`src/rtl/ctrl_pkg.sv`:
```
// ctrl_pkg: shared opcode/ALUOp constants, control bundle and FSM state codes
// for control_seq and ctrl_decode.
package ctrl_pkg;

  localparam logic [2:0] OP_ALU    = 3'd0;
  localparam logic [2:0] OP_LOAD   = 3'd1;
  localparam logic [2:0] OP_STORE  = 3'd2;
  localparam logic [2:0] OP_ADDI   = 3'd3;
  localparam logic [2:0] OP_BRANCH = 3'd4;
  localparam logic [2:0] OP_MOVE   = 3'd5;
  localparam logic [2:0] OP_SHIFT  = 3'd6;
  localparam logic [2:0] OP_EXT    = 3'd7;

  localparam int unsigned ALU_W = 4;

  localparam logic [ALU_W-1:0] ALU_ADD  = 4'd0;
  localparam logic [ALU_W-1:0] ALU_SUB  = 4'd1;
  localparam logic [ALU_W-1:0] ALU_LSL  = 4'd2;
  localparam logic [ALU_W-1:0] ALU_ASR  = 4'd3;
  localparam logic [ALU_W-1:0] ALU_LSR  = 4'd4;
  localparam logic [ALU_W-1:0] ALU_NOT  = 4'd5;
  localparam logic [ALU_W-1:0] ALU_AND  = 4'd6;
  localparam logic [ALU_W-1:0] ALU_OR   = 4'd7;
  localparam logic [ALU_W-1:0] ALU_MUL  = 4'd8;
  localparam logic [ALU_W-1:0] ALU_PASS = 4'hF;

  typedef struct packed {
    logic             reg_dst;
    logic             branch;
    logic             mem_to_reg;
    logic             mem_write;
    logic             alu_src;
    logic             reg_write;
    logic [ALU_W-1:0] alu_op;
    logic             multicycle;
    logic             illegal;
  } ctrl_bundle_t;

  localparam ctrl_bundle_t CTRL_NOP = '{
    reg_dst:    1'b0,
    branch:     1'b0,
    mem_to_reg: 1'b0,
    mem_write:  1'b0,
    alu_src:    1'b0,
    reg_write:  1'b0,
    alu_op:     ALU_PASS,
    multicycle: 1'b0,
    illegal:    1'b0
  };

  typedef logic [1:0] state_t;

  localparam state_t ST_IDLE  = 2'd0;
  localparam state_t ST_ISSUE = 2'd1;
  localparam state_t ST_WAIT  = 2'd2;
  localparam state_t ST_TRAP  = 2'd3;

endpackage

```
`src/rtl/ctrl_decode.sv`:
```
// ctrl_decode: combinational instruction -> control bundle decoder.
// Illegal encodings return the NOP bundle with the illegal flag set.
module ctrl_decode
  import ctrl_pkg::*;
#(
  parameter int unsigned MCODEBITS = 9,
  parameter int unsigned MEM_LAT   = 2,
  parameter int unsigned MUL_LAT   = 3
) (
  input  logic [MCODEBITS-1:0] instr,
  output ctrl_bundle_t         bundle
);

  logic [2:0] opcode;
  logic [1:0] funct;

  assign opcode = instr[MCODEBITS-1 -: 3];
  assign funct  = instr[MCODEBITS-4 -: 2];

  // Operand fields below funct do not affect control decode
  generate
    if (MCODEBITS > 5) begin : g_low
      logic unused_low;
      assign unused_low = ^instr[MCODEBITS-6:0];
    end
  endgenerate

  // Opcode/funct table; illegal codes collapse to NOP at the end
  always_comb begin
    logic illegal;
    illegal          = 1'b0;
    bundle           = CTRL_NOP;
    bundle.reg_write = 1'b1;
    bundle.alu_op    = ALU_ADD;
    case (opcode)
      OP_ALU: begin
        case (funct)
          2'b00:   bundle.alu_op = ALU_ADD;
          2'b01:   bundle.alu_op = ALU_SUB;
          default: illegal = 1'b1;
        endcase
      end
      OP_LOAD: begin
        bundle.alu_src    = 1'b1;
        bundle.mem_to_reg = 1'b1;
        bundle.multicycle = (MEM_LAT != 0);
      end
      OP_STORE: begin
        bundle.alu_src   = 1'b1;
        bundle.mem_write = 1'b1;
        bundle.reg_write = 1'b0;
      end
      OP_ADDI: bundle.alu_src = 1'b1;
      OP_BRANCH: begin
        bundle.branch    = 1'b1;
        bundle.reg_write = 1'b0;
        bundle.alu_op    = ALU_SUB;
      end
      OP_MOVE: bundle.alu_op = ALU_PASS;
      OP_SHIFT: begin
        case (funct)
          2'b00:   bundle.alu_op = ALU_LSL;
          2'b01:   bundle.alu_op = ALU_ASR;
          2'b10:   bundle.alu_op = ALU_LSR;
          default: bundle.alu_op = ALU_NOT;
        endcase
      end
      default: begin
        case (funct)
          2'b00: bundle.alu_op = ALU_AND;
          2'b01: bundle.alu_op = ALU_OR;
          2'b10: begin
            bundle.alu_op     = ALU_MUL;
            bundle.multicycle = (MUL_LAT != 0);
          end
          default: illegal = 1'b1;
        endcase
      end
    endcase
    if (illegal) begin
      bundle         = CTRL_NOP;
      bundle.illegal = 1'b1;
    end
  end

endmodule

```
`src/rtl/control_seq.sv`:
```
// control_seq: registered, handshaked control sequencer. Accepts one instr
// per handshake, presents the decoded bundle with ctrl_valid/ctrl_ready and
// holds a busy window for multi-cycle ops (load, mul).
// Optional macro CONTROL_SEQ_ILLEGAL_TRAP_EN adds illegal_trap and a TRAP
// state that parks on an illegal instr until flush.
module control_seq
  import ctrl_pkg::*;
#(
  parameter int unsigned MCODEBITS = 9,
  parameter int unsigned OPWIDTH   = 4,
  parameter int unsigned MEM_LAT   = 2,
  parameter int unsigned MUL_LAT   = 3
) (
  input  logic                 clk,
  input  logic                 rst_n,
  input  logic                 instr_valid,
  input  logic [MCODEBITS-1:0] instr,
  output logic                 instr_ready,
  input  logic                 flush,
  output logic                 ctrl_valid,
  input  logic                 ctrl_ready,
  output logic                 RegDst,
  output logic                 Branch,
  output logic                 MemtoReg,
  output logic                 MemWrite,
  output logic                 ALUSrc,
  output logic                 RegWrite,
  output logic [OPWIDTH-1:0]   ALUOp,
  output logic                 busy
`ifdef CONTROL_SEQ_ILLEGAL_TRAP_EN
  ,
  output logic                 illegal_trap
`endif
);

  localparam int unsigned MAX_LAT = (MEM_LAT > MUL_LAT) ? MEM_LAT : MUL_LAT;
  localparam int unsigned CW      = (MAX_LAT < 1) ? 1 : $clog2(MAX_LAT + 1);
  localparam logic [CW-1:0] MEM_RELOAD = CW'((MEM_LAT > 0) ? MEM_LAT - 1 : 0);
  localparam logic [CW-1:0] MUL_RELOAD = CW'((MUL_LAT > 0) ? MUL_LAT - 1 : 0);

  state_t       state_q, state_d;
  ctrl_bundle_t bundle_q, bundle_d;
  logic [CW-1:0] cnt_q, cnt_d;
  ctrl_bundle_t dec;
  logic         accept;
  logic         take_new;

  ctrl_decode #(
    .MCODEBITS (MCODEBITS),
    .MEM_LAT   (MEM_LAT),
    .MUL_LAT   (MUL_LAT)
  ) u_decode (
    .instr  (instr),
    .bundle (dec)
  );

  // Ready: free in IDLE; in ISSUE only when the held single-cycle op drains
  always_comb begin
    case (state_q)
      ST_IDLE:  instr_ready = 1'b1;
      ST_ISSUE: instr_ready = ctrl_ready && !bundle_q.multicycle;
      default:  instr_ready = 1'b0;
    endcase
    if (flush) instr_ready = 1'b0;
  end

  assign accept = instr_valid && instr_ready;

  // Next-state, bundle capture and busy counter; flush overrides everything
  always_comb begin
    state_d  = state_q;
    bundle_d = bundle_q;
    cnt_d    = cnt_q;
    take_new = 1'b0;
    case (state_q)
      ST_IDLE: take_new = accept;
      ST_ISSUE: begin
        if (ctrl_ready) begin
          if (bundle_q.multicycle) begin
            state_d = ST_WAIT;
            cnt_d   = (bundle_q.alu_op == ALU_MUL) ? MUL_RELOAD : MEM_RELOAD;
          end else if (accept) begin
            take_new = 1'b1;
          end else begin
            state_d = ST_IDLE;
          end
        end
      end
      ST_WAIT: begin
        if (cnt_q == '0) state_d = ST_IDLE;
        else             cnt_d   = cnt_q - 1'b1;
      end
      default: begin
`ifdef CONTROL_SEQ_ILLEGAL_TRAP_EN
        state_d = ST_TRAP;
`else
        state_d = ST_IDLE;
`endif
      end
    endcase
    if (take_new) begin
`ifdef CONTROL_SEQ_ILLEGAL_TRAP_EN
      if (dec.illegal) begin
        state_d = ST_TRAP;
      end else begin
        bundle_d = dec;
        state_d  = ST_ISSUE;
      end
`else
      bundle_d = dec;
      state_d  = ST_ISSUE;
`endif
    end
    if (flush) state_d = ST_IDLE;
  end

  // State registers with asynchronous active-low reset to IDLE/NOP
  always_ff @(posedge clk or negedge rst_n) begin
    if (!rst_n) begin
      state_q  <= ST_IDLE;
      bundle_q <= CTRL_NOP;
      cnt_q    <= '0;
    end else begin
      state_q  <= state_d;
      bundle_q <= bundle_d;
      cnt_q    <= cnt_d;
    end
  end

  logic unused_illegal;
  assign unused_illegal = bundle_q.illegal;

  assign ctrl_valid = (state_q == ST_ISSUE);
  assign busy       = (state_q == ST_WAIT);
  assign RegDst     = bundle_q.reg_dst;
  assign Branch     = bundle_q.branch;
  assign MemtoReg   = bundle_q.mem_to_reg;
  assign MemWrite   = bundle_q.mem_write;
  assign ALUSrc     = bundle_q.alu_src;
  assign RegWrite   = bundle_q.reg_write;
  // PASS is all ones at any OPWIDTH; other codes zero-extend
  assign ALUOp      = (bundle_q.alu_op == ALU_PASS) ? '1 : OPWIDTH'(bundle_q.alu_op);

`ifdef CONTROL_SEQ_ILLEGAL_TRAP_EN
  assign illegal_trap = (state_q == ST_TRAP);
`endif

endmodule

```
`config.mk`:
```
export PLATFORM = sky130hd
export DESIGN_NAME = control_seq
export DESIGN_NICKNAME = d
export VERILOG_FILES = /design/src/rtl/ctrl_pkg.sv /design/src/rtl/ctrl_decode.sv /design/src/rtl/control_seq.sv
export SDC_FILE = /design/constraint.sdc
export NUM_CORES = 1
export LEC_CHECK = 0
export ABC_AREA = 1
export CAP_MARGIN = 10
export CORE_MARGIN = 10
export CORE_UTILIZATION = 50
export DETAILED_ROUTE_END_ITERATION = 10
export PLACE_DENSITY = 0.87
export SLEW_MARGIN = 40
export SYNTH_ARGS = -nofsm -noshare
export SYNTH_HDL_FRONTEND = slang
export SYNTH_HIERARCHICAL = 1
export SYNTH_SLANG_ARGS = --single-unit
```
`constraint.sdc`:
```
create_clock -name clk -period 2.49 [get_ports clk]
set_clock_uncertainty 0.2 [all_clocks]
set_input_delay 0.498 -clock clk [delete_from_list [all_inputs] [get_ports clk]]
set_output_delay 0.498 -clock clk [all_outputs]
set_load 0.01 [all_outputs]
```
==> impl_metrics.ini <==
[synthesis]
ys_ff_latch = 15
synth_top_family_by_area = simple AND/OR/NAND/NOR gates
ys.flop_type = dfrtp_1
netlist_instances = 121
synth-compound-area-share_pct = 5.920
synth_mux_area_share_pct = 10.04
syn_avg_cell_area_sq_um = 8.035
yosysUniqueCellTypes = 26
synthAdderAreaFrac_pct = 1.287
ys_seq_area_share_pct = 39.12
synth-edff-count = 0
synth-simple-area-share_pct = 30.50
yosys.area_share.xor_xnor_pct = 0
netlist_area_sq_um = 972.2
yosys_warnings = 6
syn-num-nets = 136
ys_async_sr_fraction_pct = 100.0

[grt]
antenna_found_initial = 0
grt_pass1_vias = 924
gr-total-overflow = 0
grt_use_total_pct = 10.79
grt_pass1_wl_um = 3712
grt_max_degree = 17

[setup_path]
worstSetupEndpointType = primary output
cpMostUsedCell = inv_1
worst_ep_arrival_time_ns = 1.57
required_ns = 1.79
crit_type = flip-flop to primary output
cp_cell_sequence = inv_1 > nand2_1 > inv_1 > clkdlybuf4s50_1
critPathMaxFanout = 4
cp-start-kind = flip-flop
cp_slowest_stage_delay_ns = 0.55
cp_slowest_cell = clkdlybuf4s50_1

[clock_network]
numCtsBuffers = 3
h-tree-depth = 1
holdBufCountCts = 0
clockBufferDepth = 2
cts_tree = built
cts.repair.resized = 0
cts_sinks = 15
clk_latency_ns = 0.28
cts.reportedPaths.clkPinSlew_ns = 0.09
post_cts_buffers = 0
cts_root_buf = clkbuf_4

[detailed_routing]
vias = 838
drc = 0
drt-pass1-iter-count = 2
drt-initial-drc-count = 5
routed_wl_um = 2125
wl_per_cell_um = 12.57
ant_nets = 0
viasPerCell = 4.959

[die]
start_util_pct = 54.53
die_w_um = 64.10
io_pins = 27
coreArea_sq_um = 1783
die_area_sq_um = 4108
rows = 15
fp.dieH_um = 64.10

[final_layout]
nFillCells = 152
layout.nets = 160
seqCellArea_sq_um = 380.4
synthToLayoutAreaGrowth_pct = 27.67
multiInputGateArea_sq_um = 467.9
antennaDiodeCount = 0
drive_gt1_share_pct = 22.22

[power_and_ir_drop]
total_power_mw = 0.6497
p_leak_nw = 0.6584
peakVddDrop_mv = 0.4320
powerDensity_nw_per_um2 = 523.5

[timing]
hold_viol = 0
fin_crit_sh_pct = 90.93
fmax_ghz = 0.4417
setup_viol = 0
slew_violations = 0
worst_pin_slew_ns = 0.6525
grt_setup_unrepaired = false
finalSetupTns_ns = 0
period_needed_ns = 2.264
slew_headroom_pct = 56.37

[place]
globalplace.congestion = 0.8127
place_hpwl_um = 1786
numPortBuffers = 22

[run_status]
status = complete, no violations

[hold_path]
hp-class = flip-flop to flip-flop

[job]
cap_violations = 0
-- layer usage --
layer	GRT usage [%]	share of wire (%)	routed length (um)	up-vias
li1	-	-	-	425
met1	9.658	38	802	397
met2	21.52	55	1161	16
met3	4.878	7.6	161	0
met4	2.139	0	0	0
met5	0	0	0	-
-- registers in the layout, summed over array words and instances, names as in the netlist --
name      cells
MemWrite      1
state_q       2
bundle_q      5
MemtoReg      1
RegDst        1
cnt_q         2
RegWrite      1
ALUSrc        1
Branch        1
-- placed cells by master (no fill, tap or decap) --
cell	n
nand2_1	24
clkdlybuf4s50_1	21
inv_1	20
dfrtp_1	11
nor2_1	8
nand4_1	6
mux2_2	6
o21ai_0	5
nand3_1	5
inv_2	4
dfstp_2	4
nand2_2	3
nand2_4	3
a21oi_1	3
clkbuf_4	3
buf_4	3
nor2_4	2
mux2_4	2
o21ai_1	2
and2_1	1
nand3_4	1
o211ai_1	1
ha_1	1
clkbuf_1	1
dlymetal6s2s_1	1
nand3_2	1
nor3_1	1
conb_1	1
-- metrics by stage --
step,setup slack [ns],hold slack [ns],util (%),instance area (sq um),std cells
floorplan,1.011,0.002409,-,972.2,121
global placement,0.04187,0.2684,68.00,1212,165
detailed placement,0.02331,0.2877,68.00,1212,165
CTS,0.01388,0.2999,69.47,1239,169
global route,0.1524,0.3313,69.61,1241,169
finish,0.2260,0.2967,69.61,1241,169
-- synthesized netlist by cell type, types with 4 or more instances --
master / number / share of area (%)
inv_2: 4 / 1.5
mux2_2: 6 / 6.9
dfrtp_1: 11 / 28
nor2_1: 8 / 3.1
dfstp_2: 4 / 11
inv_1: 20 / 7.7
clkbuf_1: 4 / 1.5
nand3_1: 5 / 2.6
nand2_1: 24 / 9.3
o21ai_0: 5 / 2.6
nand4_1: 6 / 3.9
-- final timing paths --
kind | start | to | slack (ns) | depth (start not counted)
max in group asynchronous | rst_n | state_q[1]$_DFFE_PN0P_ | 1.25 | 1
hold reg to reg | bundle_q[4]$_DFFE_PN1P_ | bundle_q[4]$_DFFE_PN1P_ | 0.30 | 2
hold / removal | bundle_q[4]$_DFFE_PN1P_ | bundle_q[4]$_DFFE_PN1P_ | 0.30 | 2
setup / recovery | state_q[0]$_DFFE_PN0P_ | busy | 0.23 | 4
min in group asynchronous | rst_n | ALUSrc$_DFFE_PN0P_ | 0.41 | 1
setup reg to reg | bundle_q[1]$_DFFE_PN0P_ | RegDst$_DFFE_PN0P_ | 0.89 | 6
-- cell type report --
type,count,area share [%]
Inverter,24,7.258
Timing Repair Buffer,25,19.76
Sequential cell,15,30.65
Tap cell,25,2.520
Multi-Input combinational cell,76,37.70
Clock buffer,4,2.117
-- worst max-delay path, delay by kind of cell (launching register included) --
family	cells	cell delay, ns
buffers and inverters	3	0.75
flip-flops	1	0.44
AND/OR/NAND/NOR	1	0.10
-- power by group --
part           total (mW)  internal (mW)  switching (mW)
Clock               0.137         0.0620          0.0745
Combinational       0.207          0.111          0.0960
Sequential          0.307          0.285          0.0211
Total               0.650          0.458           0.192
-- cells by family (layout without fill, tap and decap cells) --
logic type,Yosys count,after routing
AO/OA/AOI/OAI,11,11
adder cells (fa/ha/maj),1,1
buffers and inverters,30,53
flip-flops,15,15
multiplexers,8,8
other,1,1
AND/OR/NAND/NOR,55,55
Note: power is estimated with default switching activity, not from simulation.
==> RTL change 1, RTL diff (same settings) <==
The option `CONTROL_SEQ_ILLEGAL_TRAP_EN` is turned on by a define.
--- a/src/rtl/control_seq.sv
+++ b/src/rtl/control_seq.sv
@@ -3,6 +3,8 @@
 // holds a busy window for multi-cycle ops (load, mul).
 // Optional macro CONTROL_SEQ_ILLEGAL_TRAP_EN adds illegal_trap and a TRAP
 // state that parks on an illegal instr until flush.
+`define CONTROL_SEQ_ILLEGAL_TRAP_EN
+
 module control_seq
   import ctrl_pkg::*;
 #(
Function (old outputs only; new: illegal_trap): changed (a bounded check fails within 4 cycles, from zero or initial values and one cycle with rst_n low).
==> RTL change 1 against the original RTL <==
  * Synthesized cell count up 19%
  * Highest routed layer is now met4
  * Routed wire length up 9.6%
  * Area after synthesis up 6.3%
  * Sequential cell count unchanged
  * Sequential share of layout area down 1.6 points
  * Worst setup slack worse by 0.080 ns
  * Critical path type unchanged
  * Maximum frequency down 3.4%
  * Final area up 5.6%
Power is not compared: it rests on default switching activity, and its combinational part moved more than twofold at a synthesized area within 25%.
==> RTL change 1: results (changes against the original RTL) <==
RR Startpoint state_q[1]; largest net degree at the start of global routing 16 (-1); Reg area 380.4 um^2 (unchanged); Worst-Margin Slew 0.6561 ns (+0.003646 ns); Top Registers bundle_q x5, cnt_q x2, state_q x2; Place WS -0.0002046 ns (-0.02352 ns); Final HPWL DP 1853 um (+3.8%); WP data arrival 1.65 ns (+0.08 ns); met2 Track Usage GR 19.88% (-1.6 points); via count 976 (+16%); first-pass GRT wire length 4091 um (+10%); final WL 2329 um (+9.6%); Final nets 186 (+16%); post-synthesis sequential area ratio 36.80% (-2.3 points); Fillers 179 (+18%); syn nets 163 (+20%); TritonRoute pass-1 iters 4 (+2); via count of the first global-routing pass 968 (+4.8%); initial drt markers 38 (+33); worst reg2reg path depth 8 (+2); reg-to-reg slack, setup 0.78 ns (-0.11 ns); outcome finished, final reports clean; layout cell share with drive strength beyond 1 15.06% (-7.2 points); PortBufs 23 (+4.5%); post-synthesis cell type count 27 (+3.8%); Max Used Layer met4; met3 Track Usage GR 2.203% (-2.7 points); GRT Util Overall 11.49% (+0.70 points); hold path start bundle_q[2]; most area-consuming cells after synthesis dfrtp_1, nand2_1, dfstp_2; Critical R2R Capture Branch; Final period util 94.15% (+3.2 points); Metal-1 WL 1006 um (+25%); Post-synth ARST share 100.0% (unchanged); Peak VDD IR 0.4022 mV; Area after DPL 1274 um^2 (+5.1%); number of post-CTS setup repair buffers 0 (unchanged); routed length on met3 111 um (-31%); synth cell count leaders nand2_1, inv_1, dfrtp_1; CTS Buf Count 3 (unchanged); met1 GRT Util 12.68% (+3.0 points); Met2 Wirelength 1175 um (+1.2%); switching share of power 40.13%; gp weighted congestion 0.8933 (+9.9%)
==> RTL change 1: cell count changes after synthesis, moves of 2 or more <==
cell / before / now
mux2_2: 6 / 0
nand2_1: 24 / 51
nand3_2: 1 / 4
ha_1: 1 / 5
nor2_1: 8 / 6
mux2_4: 2 / 0
nand3_1: 5 / 8
inv_1: 20 / 18
nand4_1: 6 / 3
==> RTL change 1: how the worst min path moves through the flow <==
stage	endpoint	slack [ns]	depth (start not counted)
global placement	bundle_q[2]	0.26	2
floorplan	ALUSrc	0.002	0
finish	bundle_q[2]	0.28	2
global route	bundle_q[2]	0.30	2
detailed placement	RegDst	0.27	2
CTS	bundle_q[4]	0.28	2
==> RTL change 1: cell type report <==
| class | count | area share (%) |
|---|---|---|
| Timing Repair Buffer | 25 | 18.61 |
| Inverter | 22 | 6.298 |
| Tap cell | 27 | 2.576 |
| Multi-Input combinational cell | 100 | 41.51 |
| Clock buffer | 4 | 2.004 |
| Sequential cell | 15 | 29.01 |
==> RTL change 1: cells by family (layout without fill, tap and decap cells) <==
family          Yosys count  count (layout)  synth area share, %
fa+ha+maj                 5               5                6.053
flops                    15              15                36.80
compound gates           13              13                7.385
buf+inv                  29              51                11.74
other cells               1               1               0.3628
simple gates             81              81                37.65
==> RTL change 1: through the flow <==
stage	std cells	hold slack, ns
2_1_floorplan	144	0.002409
3_3_place_gp	189	0.2637
3_5_place_dp	189	0.2698
4_1_cts	193	0.2839
5_1_grt	193	0.3001
6_report	193	0.2814
==> RTL change 1: worst max-delay path, stage by stage (launching register included) <==
cell             delay [ns]
dfrtp_1                0.46
inv_1                  0.11
ha_1                   0.23
clkdlybuf4s50_1        0.56
==> RTL change 1: what timing repair did <==
item,CTS,global route
hold buffers,0,0
endpoints found under the setup margin,1,0
gates resized for setup,3,0
==> RTL change 2, RTL diff (same settings) <==
Made on the original files. Make the reset (`rst_n`) synchronous in one clocked block. Comments in the files are not updated.
--- a/src/rtl/control_seq.sv
+++ b/src/rtl/control_seq.sv
@@ -115,7 +115,7 @@
   end
 
   // State registers with asynchronous active-low reset to IDLE/NOP
-  always_ff @(posedge clk or negedge rst_n) begin
+  always_ff @(posedge clk) begin
     if (!rst_n) begin
       state_q  <= ST_IDLE;
       bundle_q <= CTRL_NOP;
Check against the original RTL: differs if rst_n is asserted again (counterexample within 4 cycles, from zero or initial values and one cycle with rst_n low); with rst_n held inactive, the same outputs for 10 cycles.
==> RTL change 2 against the original RTL <==
  * Worst hold slack gained 0.0044 ns
  * Sequential cell count unchanged
  * Utilization fell by 4.3 points
  * Area after synthesis grew 7.3%
  * Power fell by 16%
  * Count of clock-buffer cells in the layout shrank 1
  * Routed wire length grew 9.6%
  * Cell count is 31% higher
  * Maximum frequency rose by 0.45%
  * Worst setup slack improved by 0.010 ns
  * Final area is 4.2% higher
  * First-iteration DRC count grew to 14 times the old value
  * Critical path type is now input pin to primary output
  * Largest power group unchanged
==> RTL change 2: results (changes against the original RTL) <==
outcome finished, final reports clean; synth warn 6 (unchanged); cts repair resizes 1 (+1); CP Capture Point instr_ready; clk slew on worst S/H paths 0.10 ns; initial drt markers 70 (+65); Post-synth ARST share 0% (-100 points); layout cell share with drive strength beyond 1 11.34% (-11 points); via count 1071 (+28%); met3 Track Usage GR 4.915% (+0.037 points); PortBufs 22 (unchanged); gp weighted congestion 0.8461 (+4.1%); initial antenna violation count 0 (unchanged); post-synthesis cell type count 21 (-19%); end of the worst hold path bundle_q[3]; met1 GRT Util 12.67% (+3.0 points); most area-consuming cells after synthesis dfxtp_1, nand2_1, inv_1; synthesized area per cell 5.963 um^2 (-26%); dpl cells 217 (+32%); Final nets 210 (+31%); detailed-route vias per instance 4.846 (-2.3%); Final HPWL DP 1841 um (+3.1%); Final period util 90.51% (-0.41 points); first-pass GRT wire length 4195 um (+13%); Critical R2R Capture bundle_q[5]; syn nets 190 (+40%); hold path start bundle_q[3]; via count of the first global-routing pass 1036 (+12%); Fillers 179 (+18%); synth cell count leaders nand2_1, inv_1, nor2_1; WP data arrival 1.56 ns; Clock Root Buffer clkbuf_4; post-synthesis sequential area ratio 28.78% (-10 points); GRT Util Overall 11.84% (+1.0 points); worst-case clock buffer depth 2 (unchanged); crit path from ctrl_ready; CTS H-tree lvls 1 (unchanged); reg-to-reg slack, setup 0.97 ns (+0.08 ns); Metal-1 WL 931 um (+16%); Pleak 0.0007024 uW (+6.7%); final WL 2328 um (+9.6%); Peak VDD IR 0.4542 mV (+5.1%); max_slew headroom 64.89% (+8.5 points); Place WS -0.03086 ns (-0.05418 ns); met2 Track Usage GR 20.77% (-0.74 points); TritonRoute pass-1 iters 4 (+2); worst reg2reg path depth 5 (-1); Hold Crit Class flop to flop; RR Startpoint state_q[1]; Met2 Wirelength 1134 um (-2.3%); routed length on met3 241 um (+50%); hold path depth 2 (unchanged); crit-path max FO 3 (-1); largest net degree at the start of global routing 16 (-1); ant diodes 0 (unchanged); Max Used Layer met4
RTL change 2: cell types whose count changed after synthesis, moves of 3 or more:
cell     unedited run  this run
buf_2               0         3
dfrtp_1            11         0
dfstp_2             4         0
dfxtp_1             0        15
inv_1              20        38
mux2_2              6         0
nand2_1            24        43
nand2_2             3         6
nand3_1             5        14
nand4_1             6        15
nor2_1              8        19
o21ai_0             5         1
RTL change 2: layout make-up:
cell class                      instances  area, um^2  area share, %
Tap cell                               27       33.78          2.611
Clock buffer                            3       22.52          1.741
Timing Repair Buffer                   25       241.5          18.67
Clock inverter                          1       5.005         0.3868
Multi-Input combinational cell        109       536.8          41.49
Sequential cell                        15       300.3          23.21
Inverter                               41       153.9          11.90
RTL change 2: cells by family (layout without fill, tap and decap cells):
family | Yosys count | after routing | synth area share (%)
AND/OR/NAND/NOR | 105 | 105 | 48.92
AO/OA/AOI/OAI | 2 | 2 | 0.9583
other | 1 | 1 | 0.3594
adder cells (fa/ha/maj) | 1 | 1 | 1.199
flip-flops | 15 | 15 | 28.78
buffers and inverters | 51 | 70 | 19.78
RTL change 2: per-stage QoR:
stage          instance area, um^2  util (%)  hold WS [ns]
2_1_floorplan                 1044         -        0.2488
3_3_place_gp                  1267     63.95        0.2700
3_5_place_dp                  1267     63.95        0.2830
4_1_cts                       1294     65.28        0.3038
5_1_grt                       1294     65.28        0.3247
6_report                      1294     65.28        0.3010
RTL change 2: worst max-delay path, cell delays in order:
cell and delay, ns:
clkdlybuf4s50_1 0.50, nand2_1 0.08, nand2_2 0.06, and2_1 0.14
dlygate4sd2_1 0.28
RTL change 2: power by group:
part | switching [uW] | total (uW) | internal, uW
registers | 8.23 | 261 | 253
logic | 74.0 | 137 | 63.3
clock network | 84.7 | 144 | 59.7
total | 167 | 543 | 376
